--- src/rtl/send_ctl_pkg.sv ---
// Shared SEND controller constants: FSM state encodings, receive window base, port field width.
// No logic; no latency or backpressure of its own.
// Imported by send_ctl and rr_arb.
package send_ctl_pkg;

    typedef enum logic [1:0] {
        SC_IDLE  = 2'd0,
        SC_XFER  = 2'd1,
        SC_DRAIN = 2'd2,
        SC_DONE  = 2'd3
    } sc_state_t;

    localparam int         PORTW       = 4;
    localparam logic [7:0] SEND_RXBASE = 8'hC0;

endpackage

--- src/rtl/send_ctl_rr_arb.sv ---
// NPU-way round-robin arbiter: grant is combinational from req and the registered pointer.
// Zero latency; the pointer moves to grant+1 only when en is high and something was granted.
// Requesters that are not granted simply keep req asserted.
module rr_arb
    import send_ctl_pkg::*;
#(
    parameter  int NPU = 4,
    localparam int IW  = $clog2(NPU)
) (
    input  logic           clk,
    input  logic           rst,
    input  logic [NPU-1:0] req,
    input  logic           en,
    output logic [NPU-1:0] gnt,
    output logic [IW-1:0]  gnt_idx
);

    logic [IW-1:0] ptr;
    logic [IW-1:0] idx;
    logic          hit;

    // Scan from the pointer upwards; NPU is a power of two so the index wraps for free.
    always_comb begin
        hit     = 1'b0;
        gnt_idx = '0;
        gnt     = '0;
        idx     = '0;
        for (int i = 0; i < NPU; i++) begin
            idx = ptr + IW'(i);
            if (!hit && req[idx]) begin
                hit     = 1'b1;
                gnt_idx = idx;
            end
        end
        if (hit && en) begin
            gnt[gnt_idx] = 1'b1;
        end
    end

    always_ff @(posedge clk) begin
        if (rst) begin
            ptr <= '0;
        end else if (en && hit) begin
            ptr <= gnt_idx + IW'(1);
        end
    end

endmodule

--- src/rtl/send_ctl.sv ---
// SEND transfer controller: copies size words from the granted PU's dmem into the destination receive window.
// Latency: grant at t, reads t+1..t+N, writes t+2..t+N+1, done at t+N+2 (size 0 / bad port: done at t+1).
// Backpressure: only the granted PU stalls (req held until done); other requesters wait in the arbiter.
module send_ctl
    import send_ctl_pkg::*;
#(
    parameter  int            NPU    = 4,
    parameter  int            DW     = 16,
    parameter  int            AW     = 8,
    parameter  logic [AW-1:0] RXBASE = AW'(SEND_RXBASE),
    localparam int            IW     = $clog2(NPU)
) (
    input  logic                 clk,
    input  logic                 rst,
    input  logic [NPU-1:0]       req,
    input  logic [NPU*AW-1:0]    req_addr,
    input  logic [NPU*AW-1:0]    req_size,
    input  logic [NPU*PORTW-1:0] req_port,
    output logic [NPU-1:0]       done,
    output logic                 err,
    output logic                 rd_en,
    output logic [IW-1:0]        rd_pu,
    output logic [AW-1:0]        rd_addr,
    input  logic [DW-1:0]        rd_data,
    output logic                 wr_en,
    output logic [IW-1:0]        wr_pu,
    output logic [AW-1:0]        wr_addr,
    output logic [DW-1:0]        wr_data
);

    sc_state_t        state, state_n;
    logic [IW-1:0]    src;
    logic [AW-1:0]    base;
    logic [AW-1:0]    size;
    logic [PORTW-1:0] port;
    logic [AW-1:0]    cnt;

    logic [NPU-1:0]   gnt;
    logic [IW-1:0]    gnt_idx;
    logic             gnt_any;
    logic             arb_en;

    logic [AW-1:0]    sel_addr;
    logic [AW-1:0]    sel_size;
    logic [PORTW-1:0] sel_port;
    logic             sel_bad;
    logic             port_bad;

    assign arb_en  = (state == SC_IDLE);
    assign gnt_any = |gnt;

    rr_arb #(.NPU(NPU)) u_arb (
        .clk     (clk),
        .rst     (rst),
        .req     (req),
        .en      (arb_en),
        .gnt     (gnt),
        .gnt_idx (gnt_idx)
    );

    assign sel_addr = req_addr[gnt_idx*AW +: AW];
    assign sel_size = req_size[gnt_idx*AW +: AW];
    assign sel_port = req_port[gnt_idx*PORTW +: PORTW];
    assign sel_bad  = (int'(sel_port) >= NPU);
    assign port_bad = (int'(port) >= NPU);

    always_ff @(posedge clk) begin
        if (rst) begin
            state <= SC_IDLE;
        end else begin
            state <= state_n;
        end
    end

    // cnt is the read index; it keeps counting through DRAIN so cnt-1 still addresses the last write.
    always_ff @(posedge clk) begin
        if (rst) begin
            src  <= '0;
            base <= '0;
            size <= '0;
            port <= '0;
            cnt  <= '0;
        end else if (state == SC_IDLE && gnt_any) begin
            src  <= gnt_idx;
            base <= sel_addr;
            size <= sel_size;
            port <= sel_port;
            cnt  <= '0;
        end else if (state == SC_XFER || state == SC_DRAIN) begin
            cnt  <= cnt + AW'(1);
        end
    end

    always_comb begin
        state_n = state;
        rd_en   = 1'b0;
        rd_pu   = '0;
        rd_addr = '0;
        wr_en   = 1'b0;
        wr_pu   = '0;
        wr_addr = '0;
        wr_data = '0;
        done    = '0;
        err     = 1'b0;
        case (state)
            SC_IDLE: begin
                if (gnt_any) begin
                    state_n = (sel_size == '0 || sel_bad) ? SC_DONE : SC_XFER;
                end
            end
            SC_XFER: begin
                rd_en   = 1'b1;
                rd_pu   = src;
                rd_addr = base + cnt;
                if (cnt != '0) begin
                    wr_en   = 1'b1;
                    wr_pu   = port[IW-1:0];
                    wr_addr = RXBASE + cnt - AW'(1);
                    wr_data = rd_data;
                end
                if (cnt == size - AW'(1)) begin
                    state_n = SC_DRAIN;
                end
            end
            SC_DRAIN: begin
                wr_en   = 1'b1;
                wr_pu   = port[IW-1:0];
                wr_addr = RXBASE + cnt - AW'(1);
                wr_data = rd_data;
                state_n = SC_DONE;
            end
            SC_DONE: begin
                done[src] = 1'b1;
                err       = port_bad;
                state_n   = SC_IDLE;
            end
            default: state_n = SC_IDLE;
        endcase
    end

endmodule

--- config.mk ---
export PLATFORM = sky130hd
export DESIGN_NAME = send_ctl
export DESIGN_NICKNAME = d
export VERILOG_FILES = /design/src/rtl/send_ctl_pkg.sv /design/src/rtl/send_ctl_rr_arb.sv /design/src/rtl/send_ctl.sv
export SDC_FILE = /design/constraint.sdc
export NUM_CORES = 1
export LEC_CHECK = 0
export CAP_MARGIN = 20
export CORE_MARGIN = 2
export CORE_UTILIZATION = 38
export DETAILED_ROUTE_END_ITERATION = 8
export HOLD_SLACK_MARGIN = 0.03
export PLACE_DENSITY_LB_ADDON = 0.3
export SYNTH_ARGS = -nofsm -noshare
export SYNTH_HDL_FRONTEND = slang
export SYNTH_SLANG_ARGS = --single-unit
--- constraint.sdc ---
create_clock -name clk -period 3.1 [get_ports clk]
set_input_delay 0.62 -clock clk [delete_from_list [all_inputs] [get_ports clk]]
set_output_delay 0.62 -clock clk [all_outputs]
set_load 0.02 [all_outputs]
After elaboration in Yosys (flattened, before gate mapping)
Index checks and enable logic that the tools add are counted. W data, S select, Z words.

Order comparisons: 10. Equal/unequal tests: 6. Reductions and logical operators: 18. Shift-type cells: 3. Add/subtract/negate cells: 9. Muxes and demuxes: 38.

Operators with widths (count): $shiftx A32 B6 Y8 (2); $pmux W16 S2 (1); $lt A2 B3 Y1 const B (6); $mux W2 (9); $mux W16 (1); $mux W8 (2); $pmux W8 S2 (1); $shiftx A16 B5 Y4 (1); $sub A8 B1 Y8 const B (2); $mux W1 (13); $add A8 B1 Y8 const B (1); $add A8 B8 Y8 (1); $add A8 B8 Y8 const A (1); $bmux W1 S2 (4); $eq A8 B8 Y1 (1); $ge A4 B3 Y1 const B (2); $logic_not A8 Y1 (1); $mux W4 (2); $pmux W2 S4 (1); $reduce_bool A8 Y1 (1); $logic_and A1 B1 Y1 (7); $add A2 B1 Y2 const B (2); $add A2 B2 Y2 const B (2); $demux W1 S2 (2); other kinds (13) (18).

Output and inout bits: 43. Register bits: 34. Input bits: 102.

Depth between registers and ports, before layout
Gate-level depths: netlist of run 1.

Depth in word-level cells: 20. Depth in mapped cells: 14. Mapped depth without buffers: 10.

Modules after synthesis
Synthesis of run 1 repeated with hierarchy kept, for this count alone.

Cell total of the unflattened synthesis: 344. Area, all modules: 2947.8 um2.

By module, submodules not included: send_ctl (area an instance 2677.6 um2, cells an instance 312, sequential area each 640.6 um2, times used 1); rr_arb (area an instance 270.3 um2, cells an instance 32, sequential area each 40.0 um2, times used 1).

Least setup slack after synthesis of run 1
Ideal clock, no wire load.

Path type: input to register. Start point: in req[1]. End point: reg size[2]. Stages on the path: 14. Arrival: 3157 ps. Setup slack: -185 ps. Required time: 2972 ps. Cell sequence: and2b_4 a221oi_4 or2_1 buf_6 inv_2 buf_1 ha_1 nor4_1 or2_2 clkbuf_1 clkbuf_1 nor3_1 a21oi_1 nor2_1.

Longest elaborated chain between the ends: 19. Elaborated cells between the ends (all ways): 32. Classes of those cells: 2 x order compare; 1 x shift; 19 x mux; 10 x reduce/logical.

RTL lines: from (decl) (RTL line send_ctl.sv:15) `input logic [NPU-1:0] req,`; $bmux W1 S2 (RTL line send_ctl_rr_arb.sv:30) `if (!hit && req[idx]) begin`; $mux W1 (not written as such) (RTL line send_ctl_rr_arb.sv:30); $mux W1 (RTL line send_ctl_rr_arb.sv:30); $logic_not A1 Y1 (RTL line send_ctl_rr_arb.sv:30); $logic_and A1 B1 Y1 (RTL line send_ctl_rr_arb.sv:30); $mux W1 (RTL line send_ctl_rr_arb.sv:30); $logic_not A1 Y1 (RTL line send_ctl_rr_arb.sv:30); $logic_and A1 B1 Y1 (RTL line send_ctl_rr_arb.sv:30); [4 not listed]; via gnt_idx[1] (RTL line send_ctl.sv:39) `logic [IW-1:0] gnt_idx;`; $lt A2 B3 Y1 (not written as such) or $ge A2 B1 Y1 (tied branches) (RTL line send_ctl_rr_arb.sv:36) `gnt[gnt_idx] = 1'b1;`; $logic_and A1 B1 Y1 (not written as such) (RTL line send_ctl_rr_arb.sv:36); $mux W1 (not written as such) (RTL line send_ctl_rr_arb.sv:36); $demux W1 S2; $mux W4 (RTL line send_ctl_rr_arb.sv:35) `if (hit && en) begin`; $reduce_or A4 Y1 (RTL line send_ctl.sv:50) `assign gnt_any = |gnt;`; $logic_and A1 B1 Y1 (RTL line send_ctl.sv:83) `end else if (state == SC_IDLE && gnt_any) begin`; to (signal assigned) (RTL line send_ctl.sv:86) `size <= sel_size;`; to (decl) (RTL line send_ctl.sv:34) `logic [AW-1:0] size;`.

Mark *: on every way through the listed nets, which the timed path passes. The rest lies on a longest branch. The select of a mux whose other input is x is not followed. A chain may end at the register's enable or synchronous reset.

Worst setup path in the final report of run 1
Start point: reg cnt[1]. End point: out wr_data[8].

Longest elaborated chain between the ends: 3.

RTL lines: from (decl) (RTL line send_ctl.sv:36) `logic [AW-1:0] cnt;`; from (signal assigned) (RTL line send_ctl.sv:90) `cnt <= cnt + AW'(1);`; $reduce_bool A8 Y1 (RTL line send_ctl.sv:115) `if (cnt != '0) begin`; $mux W16 (RTL line send_ctl.sv:115); $pmux W16 S2 (RTL line send_ctl.sv:105) `case (state)`; to (decl) (RTL line send_ctl.sv:28) `output logic [DW-1:0] wr_data`.

No other way between the ends.

==> results.json, run 1 <==
{
  "status": "complete, no violations",
  "yosys_warnings": 0,
  "worstPathArrival_ns": 2.39,
  "leakagePower_nw": 2.11,
  "die_area_um2": 8710,
  "antenna_found_initial": 0,
  "holdWs_ns": 0.459,
  "cp-start-kind": "register",
  "r2r_end": "state[1]$_SDFFE_PP0P_",
  "syn_area_um2": 3030,
  "min_path_type": "reg2reg",
  "final_cell_mix": "113 x clkdlybuf4s50_1, 65 x nand2_1, 41 x nor2_1, 38 x buf_4",
  "max_freq_mhz": 332,
  "antennaDiodeCount": 0,
  "io_pins": 145,
  "routedWlPerCell_um": 13.9,
  "finalPower_w": 0.00367,
  "cts_max_level": 2,
  "cts_buffer_depth": 2,
  "r2r_start": "size[2]$_SDFFE_PP0P_",
  "grt_pass1_wl_um": 15600,
  "design_area_um2": 4930,
  "finClkSkew_ns": 0.00857,
  "layout.cells.most_common": "clkdlybuf4s50_1",
  "synth_ff_type": "dfxtp_1",
  "placed_cell_area_um2": 4730,
  "synth_compound_area_frac": 0.166,
  "viasPerCell": 5.12,
  "gr-total-overflow": 0,
  "ff2ff_setup_slack_ns": 0.56,
  "synthMuxAreaShare": 0.0338,
  "avgSynthCellArea_um2": 7.09,
  "synthTopCellsByArea": "dfxtp_1 22%, nand2_1 8.2%, ha_1 7.4%",
  "syn2layout_area_growth_pct": 62.6,
  "rsz0062_at_grt": "yes",
  "maxCapViolations": 0,
  "fin_crit_ns": 3.01,
  "ff2ff_path_depth": 7,
  "synth_edf_count": 0,
  "grt_max_degree": 28,
  "drive_above_1_share": 0.145,
  "clk_pin_slew_ns": 0.07,
  "die_h_um": 93.3,
  "final_nets": 712,
  "cp_max_fo": 4,
  "initial_core_util": 0.392,
  "post-place-ws_ns": -0.218,
  "required_ns": 2.48,
  "fin_crit_sh": 0.970,
  "rows": 32,
  "critPathKind": "reg2out",
  "synthSimpleGateAreaFrac": 0.356,
  "routed_wirelength_um": 9640,
  "ys_seq_area_frac": 0.224,
  "yosysTopAreaCell": "dfxtp_1",
  "end_kind": "primary output",
  "crit_start": "cnt[1]$_SDFFE_PP0P_",
  "setup_viol": 0,
  "drt_iter0_drc": 127,
  "num_vias": 3551,
  "synthArstFlopShare": 0,
  "cts.sinks": 34,
  "grt_usage": 0.219,
  "drtPass1Iterations": 5,
  "synth_xor_area_frac": 0.0780,
  "fillers": 650,
  "drc": 0,
  "io_buffers": 144,
  "clkLatencyLatePin_ns": 0.29,
  "postSynthNetCount": 549,
  "die_w_um": 93.3,
  "ant_nets": 0,
  "synth_top_family_by_area": "simple AND/OR/NAND/NOR gates",
  "coreArea_um2": 7730,
  "tightestPinTransition_ns": 0.362,
  "setup_ws_ns": 0.0919,
  "endpoint": "wr_data[8]",
  "post_synth_fa_ha_maj_area_fraction": 0.0809,
  "synth_seq_cells": 34,
  "gp_congestion": 0.813,
  "dp_hpwl_um": 7550,
  "drv_slew": 0,
  "cts_made_buffers": 5,
  "power.density_nw_per_um2": 744,
  "cts_root_buffer": "clkbuf_8",
  "synthDistinctLibCells": 50,
  "syn_inst": 428,
  "yosys.area.top_type_share": 0.224,
  "hold_viol": 0,
  "slew_headroom": 0.757,
  "grt_pass1_vias": 3528,
  "cts_tree": "yes",
  "peakVddDrop_v": 0.000359
}
-- cell usage after synthesis, types with 2 or more instances --
cell	count
nand3_1	31
buf_6	2
and3_1	3
mux2_2	2
or2_2	3
ha_1	18
o21bai_1	2
a21oi_1	32
nand2_1	66
xor2_1	13
mux2i_1	8
o31ai_1	3
nor3_1	12
clkbuf_1	21
xnor2_1	14
nor2_1	43
and2_1	22
o21a_1	3
a211oi_1	17
buf_1	4
o21ai_0	4
nor3b_1	18
inv_1	12
nor4_1	2
nand2b_1	5
nand4_1	4
o22ai_1	5
or3_1	2
buf_2	3
dfxtp_1	34
-- where the power goes --
group          switching [W]  internal [W]  total, W  leakage (nW)
combinational        0.00134       0.00123   0.00257          1.78
clock               0.000160      0.000179  0.000339        0.0482
sequential          0.000163      0.000599  0.000762         0.280
total                0.00166       0.00201   0.00367          2.11
-- layout make-up --
cell class              instances  area [um^2]  share of cell area
clock buffers                   7         86.3              0.0175
clock inverters                 1         5.00             0.00101
flip-flops and latches         34          686               0.139
well taps                     102          128              0.0259
repair buffers                185         1750               0.354
repair inverters                1         7.51             0.00152
multi-input cells             350         2220               0.450
inverters                      14         55.1              0.0112
-- logic make-up after synthesis --
| logic type | count (synthesis) |
|---|---|
| compound gates | 76 |
| xor+xnor | 27 |
| fa+ha+maj | 19 |
| buf+inv | 44 |
| flops | 34 |
| mux | 10 |
| simple gates | 218 |
-- worst max-delay path: stages (launching register included) --
cell,delay (ns)
dfxtp_4,0.36
inv_4,0.06
ha_4,0.13
nand2_2,0.05
or3_4,0.39
nor3_4,0.18
nor2_2,0.05
o21ai_2,0.18
buf_6,0.13
clkinvlp_4,0.11
buf_4,0.15
and2_1,0.14
buf_4,0.15
-- layer usage --
metal	part of all wire	GRT usage	up-vias
met3	0.070	0.0483	13
met2	0.52	0.413	120
li1	-	-	1804
met1	0.39	0.237	1614
met4	0.017	0.0809	0
met5	0	0	-
-- flip-flops by register name (all words and copies together), names as in the netlist --
signal     flops
size           8
base           8
src            2
state          2
u_arb.ptr      2
port           4
cnt            8
-- per-stage QoR --
stage,cells,TNS [ns],util
2_1_floorplan,428,-0.0972,-
3_3_place_gp,676,-0.0445,0.612
3_5_place_dp,676,-1.55,0.612
4_1_cts,690,0,0.624
5_1_grt,694,-0.250,0.638
6_report,694,0,0.638
-- how the worst min path moves through the flow --
stage                           endpoint                 start  depth (start not counted)
CTS                 port[1]$_SDFFE_PP0P_  port[1]$_SDFFE_PP0P_                          2
global placement    port[1]$_SDFFE_PP0P_  port[1]$_SDFFE_PP0P_                          2
floorplan           port[0]$_SDFFE_PP0P_  port[0]$_SDFFE_PP0P_                          2
global route        port[1]$_SDFFE_PP0P_  port[1]$_SDFFE_PP0P_                          2
detailed placement  port[1]$_SDFFE_PP0P_  port[1]$_SDFFE_PP0P_                          2
finish              port[1]$_SDFFE_PP0P_  port[1]$_SDFFE_PP0P_                          2
-- repair_timing --
| item | 4_1_cts | 5_1_grt |
|---|---|---|
| endpoints found under the setup margin | 29 | 32 |
| pin swaps | 1 | 5 |
| gates cloned | 1 | 0 |
| hold buffers | 0 | 0 |
| resized for setup | 62 | 41 |
| buffers inserted | 5 | 4 |
No activity file was read; power rests on OpenSTA's default activity.
==> run 2, diff against run 1 <==
- CELL_PAD_IN_SITES_DETAIL_PLACEMENT: default -> 1
- CELL_PAD_IN_SITES_GLOBAL_PLACEMENT: default -> 1
- CORE_UTILIZATION: 38 -> 25
- RECOVER_POWER: default -> 100
==> run 2 against run 1 <==
First-iteration DRC count decreased by 31%. Die area increased by 50%. Power increased by 10%. Clock skew decreased by 0.0045 ns. Critical path depth unchanged. Via count increased by 4.0%. Cell area increased by 5.1%. Worst setup slack improved by 0.025 ns.
==> results.json, run 2 (synthesized netlist as in run 1, its figures left out) <==
{
  "crit_slowest_cell": "or3_4",
  "clk_pin_slew_ns": 0.05,
  "initial_core_util": 0.255,
  "ff2ff_path_depth": 8,
  "slew_headroom": 0.626,
  "status": "complete, no violations",
  "utilization": 0.435,
  "io_pins": 145,
  "syn2layout_area_growth_pct": 70.9,
  "cts_made_buffers": 5,
  "cts_root_buffer": "clkbuf_16",
  "drtPass1Iterations": 4,
  "cts.sinks": 34,
  "r2r_end": "state[1]$_SDFFE_PP0P_",
  "coreArea_um2": 11900,
  "gr-total-overflow": 0,
  "final_nets": 728,
  "viasPerCell": 4.89,
  "path_cells": "inv_1 -> ha_2 -> nand2_1 -> or3_4 -> nor3_4 -> nor2_2 -> o21ai_4 -> buf_12 -> clkinvlp_4 -> buf_4 -> and2_1 -> buf_2",
  "worstPathArrival_ns": 2.36,
  "cp-start-kind": "register",
  "cts_max_level": 2,
  "grt_pass1_wl_um": 18600,
  "required_ns": 2.48,
  "io_buffers": 144,
  "whs_path_depth": 2,
  "r2r_start": "size[2]$_SDFFE_PP0P_",
  "end_kind": "primary output",
  "finClkSkew_ns": 0.00408,
  "stdcell_count": 755,
  "placed_cell_area_um2": 4930,
  "rsz0062_at_grt": "yes",
  "drc": 0,
  "critPathBufInv": 5,
  "die_w_um": 114,
  "reg_top3": "base: 8 flops, cnt: 8 flops, size: 8 flops",
  "ant_nets": 0,
  "dp_cells": 740,
  "ff2ff_setup_slack_ns": 0.50,
  "max_freq_mhz": 335,
  "setup_viol": 0,
  "rows": 40,
  "drv_slew": 0,
  "die_area_um2": 13000,
  "antennaDiodeCount": 0,
  "gp_congestion": 0.722,
  "cp_max_fo": 5,
  "grt_pass1_vias": 3868,
  "finalPower_w": 0.00405,
  "hold_viol": 0,
  "fin_crit_ns": 2.98,
  "layout.cells.most_common": "clkdlybuf4s50_1",
  "cts_tree": "yes",
  "drive_above_1_share": 0.166,
  "dp_hpwl_um": 8960,
  "routedWlPerCell_um": 14.9,
  "die_h_um": 114,
  "leakagePower_nw": 2.27,
  "tightestPinTransition_ns": 0.556,
  "power.density_nw_per_um2": 781,
  "grt_usage": 0.174,
  "final_cell_mix": "101 x clkdlybuf4s50_1, 66 x nand2_1, 53 x buf_4, 42 x nor2_1, 34 x dfxtp_1",
  "grt_max_degree": 28,
  "critPathKind": "reg2out",
  "antenna_found_initial": 0,
  "clkLatencyLatePin_ns": 0.28,
  "num_vias": 3692,
  "fin_crit_sh": 0.962,
  "drt_iter0_drc": 87,
  "routed_wirelength_um": 11200,
  "holdWs_ns": 0.462,
  "peakVddDrop_v": 0.000324,
  "min_from": "port[0]$_SDFFE_PP0P_",
  "cts_buffer_depth": 2,
  "maxCapViolations": 0,
  "design_area_um2": 5180,
  "min_path_type": "reg2reg",
  "crit_family": "simple AND/OR/NAND/NOR gates",
  "hold_end": "port[0]$_SDFFE_PP0P_",
  "max_stage_delay_ns": 0.40
}
run 2: layer usage:
layer | GRT usage | vias up | part of all wire
met1 | 0.206 | 1737 | 0.42
li1 | - | 1831 | -
met3 | 0.0286 | 7 | 0.056
met2 | 0.326 | 117 | 0.52
met5 | 0 | - | 0
met4 | 0.0439 | 0 | 0.010
run 2: power breakdown:
| group | internal [W] | total, W | switching (W) |
|---|---|---|---|
| Clock | 0.000363 | 0.000546 | 0.000182 |
| Sequential | 0.000597 | 0.000762 | 0.000165 |
| Combinational | 0.00129 | 0.00274 | 0.00145 |
run 2: timing repair:
action	CTS	global route
gates resized for setup	43	28
cloned	2	0
pin swaps	1	4
endpoints found under the setup margin	31	53
setup buffers	2	3
hold buffers	0	0
run 2: worst max path at each step:
stage | from | endpoint | slack, ns | depth (start not counted)
2_1_floorplan | req[1] | base[0]$_SDFFE_PP0P_ | -0.008 | 13
3_3_place_gp | req[2] | state[1]$_SDFFE_PP0P_ | -0.001 | 12
3_5_place_dp | req[2] | state[1]$_SDFFE_PP0P_ | -0.14 | 12
4_1_cts | cnt[0]$_SDFFE_PP0P_ | rd_addr[6] | 0.04 | 11
5_1_grt | cnt[1]$_SDFFE_PP0P_ | wr_pu[0] | -0.03 | 12
6_report | cnt[0]$_SDFFE_PP0P_ | wr_pu[0] | 0.12 | 12
run 2: per-stage QoR:
step           TNS [ns]  setup WS [ns]
2_1_floorplan   -0.0972       -0.00825
3_3_place_gp   -0.00120       -0.00120
3_5_place_dp      -2.21         -0.136
4_1_cts               0         0.0357
5_1_grt         -0.0698        -0.0320
6_report              0          0.117
run 2: worst reg2reg max path, stage by stage, from the launching register on:
cell      delay (ns)
dfxtp_1         0.38
or3_4           0.43
or4b_1          0.48
a222oi_1        0.45
a41o_2          0.30
a21oi_1         0.08
buf_4           0.13
a31oi_1         0.18
a211oi_2        0.06
run 2: final cells by class:
type                       count  area (um^2)
fill                        1460         6730
multi-input combinational    350         2260
timing repair buffer         200         1830
sequential                    34          681
tap                          147          184
clock buffer                   8          166
inverter                      14         55.1
timing repair inverter         2         15.0
